--- src/rtl/bus_byte_serializer.sv ---
// Debug-bus byte consumer: 4-entry FIFO feeding a framed MSB-first serial line
// (start, 8 data, optional even parity, stop).
module bus_byte_serializer #(
  parameter int unsigned CLKS_PER_BIT = 4,
  parameter bit          PARITY_EN    = 1'b0,
  parameter int unsigned FIFO_DEPTH   = 4
) (
  input  logic       clk,
  input  logic       reset,
  input  logic [7:0] in_data,
  input  logic       in_valid,
  output logic       in_ready,
  output logic       tx,
  output logic       busy,
  output logic [2:0] count
);

  localparam int unsigned PTR_W  = $clog2(FIFO_DEPTH);
  localparam int unsigned CNT_W  = 3;
  localparam int unsigned BAUD_W = 8;
  localparam int unsigned BIT_W  = 3;

  typedef enum logic [2:0] {
    IDLE   = 3'd0,
    START  = 3'd1,
    DATA   = 3'd2,
    PARITY = 3'd3,
    STOP   = 3'd4
  } state_t;

  state_t              state, state_nx;
  logic [BAUD_W-1:0]   baud_cnt, baud_nx;
  logic [BIT_W-1:0]    bit_cnt, bit_nx;
  logic [7:0]          shift, shift_nx;
  logic                par, par_nx;
  logic                tx_nx, busy_nx;
  logic                pop, push, last_tick, has_data;
  logic [PTR_W-1:0]    rd_ptr, wr_ptr;
  logic [CNT_W-1:0]    count_nx;
  logic [7:0]          mem [FIFO_DEPTH];

  assign push      = in_valid && in_ready;
  assign has_data  = (count != '0);
  assign last_tick = (baud_cnt == BAUD_W'(CLKS_PER_BIT - 1));
  assign count_nx  = count + CNT_W'(push) - CNT_W'(pop);

  // Next-state, baud/bit counters, pop decision and next registered line values
  always_comb begin
    state_nx = state;
    baud_nx  = baud_cnt;
    bit_nx   = bit_cnt;
    shift_nx = shift;
    par_nx   = par;
    pop      = 1'b0;
    tx_nx    = 1'b1;
    busy_nx  = 1'b0;

    if (state != IDLE) begin
      baud_nx = last_tick ? '0 : baud_cnt + BAUD_W'(1);
    end

    case (state)
      IDLE: begin
        if (has_data) begin
          pop      = 1'b1;
          state_nx = START;
          baud_nx  = '0;
        end
      end
      START: begin
        if (last_tick) begin
          state_nx = DATA;
          bit_nx   = '0;
        end
      end
      DATA: begin
        if (last_tick) begin
          if (bit_cnt == BIT_W'(7)) begin
            state_nx = PARITY_EN ? PARITY : STOP;
          end else begin
            bit_nx   = bit_cnt + BIT_W'(1);
            shift_nx = {shift[6:0], 1'b0};
          end
        end
      end
      PARITY: begin
        if (last_tick) state_nx = STOP;
      end
      STOP: begin
        // Chain straight into the next start bit when more bytes are waiting
        if (last_tick) begin
          if (has_data) begin
            pop      = 1'b1;
            state_nx = START;
          end else begin
            state_nx = IDLE;
          end
        end
      end
      default: state_nx = IDLE;
    endcase

    if (pop) begin
      shift_nx = mem[rd_ptr];
      par_nx   = ^mem[rd_ptr];
    end

    busy_nx = (state_nx != IDLE);
    case (state_nx)
      START:   tx_nx = 1'b0;
      DATA:    tx_nx = shift_nx[7];
      PARITY:  tx_nx = par_nx;
      default: tx_nx = 1'b1;
    endcase
  end

  // FSM and serial datapath registers
  always_ff @(posedge clk) begin
    if (!reset) begin
      state    <= IDLE;
      baud_cnt <= '0;
      bit_cnt  <= '0;
      shift    <= '0;
      par      <= 1'b0;
      tx       <= 1'b1;
      busy     <= 1'b0;
    end else begin
      state    <= state_nx;
      baud_cnt <= baud_nx;
      bit_cnt  <= bit_nx;
      shift    <= shift_nx;
      par      <= par_nx;
      tx       <= tx_nx;
      busy     <= busy_nx;
    end
  end

  // FIFO pointers and occupancy; count kept separately so full/empty are distinct
  always_ff @(posedge clk) begin
    if (!reset) begin
      rd_ptr   <= '0;
      wr_ptr   <= '0;
      count    <= '0;
      in_ready <= 1'b1;
    end else begin
      rd_ptr   <= rd_ptr + PTR_W'(pop);
      wr_ptr   <= wr_ptr + PTR_W'(push);
      count    <= count_nx;
      in_ready <= (count_nx != CNT_W'(FIFO_DEPTH));
    end
  end

  always_ff @(posedge clk) begin
    if (push) mem[wr_ptr] <= in_data;
  end

endmodule

--- config.mk ---
export PLATFORM = sky130hd
export DESIGN_NAME = bus_byte_serializer
export DESIGN_NICKNAME = d
export VERILOG_FILES = /design/src/rtl/bus_byte_serializer.sv
export SDC_FILE = /design/constraint.sdc
export NUM_CORES = 1
export LEC_CHECK = 0
export CAP_MARGIN = 20
export CORE_ASPECT_RATIO = 0.5
export CORE_MARGIN = 2
export CORE_UTILIZATION = 55
export DETAILED_ROUTE_END_ITERATION = 10
export PLACE_DENSITY = 0.75
export SKIP_CTS_REPAIR_TIMING = 1
export SLEW_MARGIN = 10
export SYNTH_ARGS = -nofsm -noshare
export SYNTH_HDL_FRONTEND = slang
export SYNTH_SLANG_ARGS = --single-unit
export TNS_END_PERCENT = 5
--- constraint.sdc ---
create_clock -name clk -period 4.7 [get_ports clk]
set_input_delay 1.175 -clock clk [delete_from_list [all_inputs] [get_ports clk]]
set_output_delay 1.175 -clock clk [all_outputs]
set_load 0.02 [all_outputs]
==> impl_metrics.env <==
export IMPL_cts_tree="yes"
export IMPL_io_buffers=16
export IMPL_post_drt_wl_per_cell_um=14.6
export IMPL_clockRootBuffer="clkbuf_8"
export IMPL_whs_ns=0.459
export IMPL_ir_drop_v=0.000232
export IMPL_power_density_nw_per_um2=574
export IMPL_syn_nets=234
export IMPL_yosysSeqAreaShare_pct=60.1
export IMPL_grt_max_degree=21
export IMPL_hold_violations=0
export IMPL_dieArea_um2=5520
export IMPL_synthArstFlopShare_pct=0
export IMPL_tightest_slew_ns=0.738
export IMPL_layoutNonFillerInstCount=306
export IMPL_drv_cap=0
export IMPL_routabilityCongestion=0.785
export IMPL_holdCritPathClass="register to register"
export IMPL_cts_max_path_buffers=2
export IMPL_rsz0062_at_grt="no"
export IMPL_vias=1716
export IMPL_synth_seq_cells=65
export IMPL_die_x_um=103
export IMPL_syn_inst=217
export IMPL_dp_cells=291
export IMPL_syn_to_final_growth_pct=15.0
export IMPL_placementRows=17
export IMPL_ant_nets=0
export IMPL_clkLatencyLatePin_ns=0.34
export IMPL_fin_crit_sh_pct=66.0
export IMPL_slew_viol_final=0
export IMPL_htreeDepth=3
export IMPL_end_kind="register"
export IMPL_ys_types=36
export IMPL_cp_start_kind="register"
export IMPL_diodes=0
export IMPL_fmax_mhz=322
export IMPL_cp_cell_sequence="ha_1 -> or4b_4 -> o21ai_2 -> nand2_1 -> xnor2_1 -> ha_1 -> inv_1 -> fa_1 -> xor2_1 -> xnor2_1 -> nor2_1 -> nand3b_1"
export IMPL_avgViaCountPerCell=5.61
export IMPL_dp_final_hpwl_um=3060
export IMPL_ys_flop_type="dfxtp_1"
export IMPL_cts_sinks=65
export IMPL_synth_avg_cell_area_um2=12.4
export IMPL_critPathMaxFanout=9
export IMPL_drt_pass1_iterations=4
export IMPL_slowest_delay_ns=0.51
export IMPL_drive_gt1_share_pct=11.7
export IMPL_antenna_found_initial=0
export IMPL_track_usage_pct=19.4
export IMPL_numCtsBuffers=9
export IMPL_start_util_pct=59.3
export IMPL_arrival_ns=3.32
export IMPL_synth_edf_count=32
export IMPL_pin_count=17
export IMPL_post_route_util_pct=68.2
export IMPL_mappedNetlistArea_um2=2700
export IMPL_gr_total_overflow=0
export IMPL_clk_pin_slew_ns=0.07
export IMPL_fill_cells=348
export IMPL_drc_errors=0
export IMPL_power_w=0.00178
export IMPL_path_class="register to register"
export IMPL_required_ns=4.92
export IMPL_period_needed_ns=3.10
export IMPL_drtIter0Drc=74
export IMPL_finalSetupViolations=0
export IMPL_status="finished clean"
export IMPL_finalSetupTns_ns=0
export IMPL_slew_headroom_pct=50.6
export IMPL_grt_pass1_wl_um=7560
export IMPL_worst_path_max_delay_cell="or4b_4"
export IMPL_grt_pass1_vias=1634
export IMPL_core_area_um2=4550
export IMPL_clock_skew_ns=0.00845
export IMPL_yosysWarnings=0
export IMPL_wirelength_um=4480
export IMPL_leakagePower_nw=1.07
export IMPL_nets=253
export IMPL_die_y_um=53.5
## worst max-delay path: cells and delay by family, from the launching register on
kind,cells,cell delay [ns]
AND/OR/NAND/NOR,4,0.96
adder cells (fa/ha/maj),3,0.77
XOR/XNOR,3,0.51
flip-flops,1,0.39
AO/OA/AOI/OAI,1,0.29
buffers and inverters,1,0.05
## registers in the layout (all words and copies together) (netlist names)
name / count
state: 3
busy: 1
tx: 1
rd_ptr: 2
shift: 8
count: 3
bit_cnt: 3
wr_ptr: 2
par: 1
baud_cnt: 8
in_ready: 1
mem: 32
## logic make-up (layout without fill, tap and decap cells)
| kind of cell | count (synthesis) | after routing | share of synthesized area (%) |
|---|---|---|---|
| compound gates | 30 | 30 | 6.91 |
| mux | 13 | 13 | 8.53 |
| flops | 65 | 65 | 60.1 |
| buf+inv | 12 | 35 | 1.81 |
| simple gates | 72 | 72 | 13.4 |
| xor+xnor | 19 | 19 | 6.17 |
| fa+ha+maj | 6 | 6 | 3.06 |
## cells in the mapped netlist, drive strengths merged, types with 4 or more instances
cell type,number,area [µm²]
a21oi,11,58.8
a22oi,7,52.6
and2,6,37.5
buf,4,18.8
clkbuf,5,18.8
dfxtp,33,661
edfxtp,32,961
ha,5,62.6
mux2i,5,50.1
mux4,8,180
nand2,12,45.0
nor2,27,101
nor3,7,35.0
o21ai,7,38.8
xnor2,13,114
xor2,6,52.6
## layout by cell type, fill, tap and decap left out, types with 4 or more instances in the layout
master	instances
nor3_1	7
a21oi_1	10
o21ai_0	4
xor2_1	6
mux4_2	8
and2_1	6
edfxtp_1	32
a22oi_1	7
clkbuf_8	9
ha_1	5
dfxtp_1	33
nand2_1	12
mux2i_1	5
xnor2_1	13
nor2_1	27
clkdlybuf4s50_1	16
## layout make-up
type                    instances  area (µm²)  share of cell area [%]
clock buffers                   9         124                    3.99
clock inverters                 6        68.8                    2.22
inverters                       3        11.3                   0.363
multi-input cells             140        1030                    33.1
flip-flops and latches         65        1620                    52.2
well taps                      66        82.6                    2.66
repair buffers                 17         168                    5.40
## path summary, 6_finish.rpt
check	slack, ns	to	depth (start not counted)	start
hold / removal	0.46	shift[2]	2	shift[2]
setup reg to reg	1.60	in_ready	12	baud_cnt[0]
hold reg to reg	0.46	shift[2]	2	shift[2]
setup / recovery	1.60	in_ready	12	baud_cnt[0]
## through the flow
step / setup slack (ns) / instance area (µm²)
global route: 1.35 / 3100
global placement: 1.54 / 2910
detailed placement: 1.46 / 2910
CTS: 1.60 / 3100
floorplan: 1.88 / 2700
finish: 1.60 / 3100
## per-layer routing
metal | GRT usage [%] | share of wire (%) | routed length (µm)
met5 | 0 | 0 | 0
met4 | 10.3 | 1.2 | 53
met3 | 7.27 | 5.5 | 248
met2 | 29.2 | 46 | 2080
met1 | 24.8 | 47 | 2100
## report_power, final
part	total, W	switching [W]	internal, W
registers	0.000776	0.0000769	0.000699
clock network	0.000456	0.000211	0.000244
logic	0.000551	0.000280	0.000271
total	0.00178	0.000568	0.00121
Power figures use the tool's default switching activity.
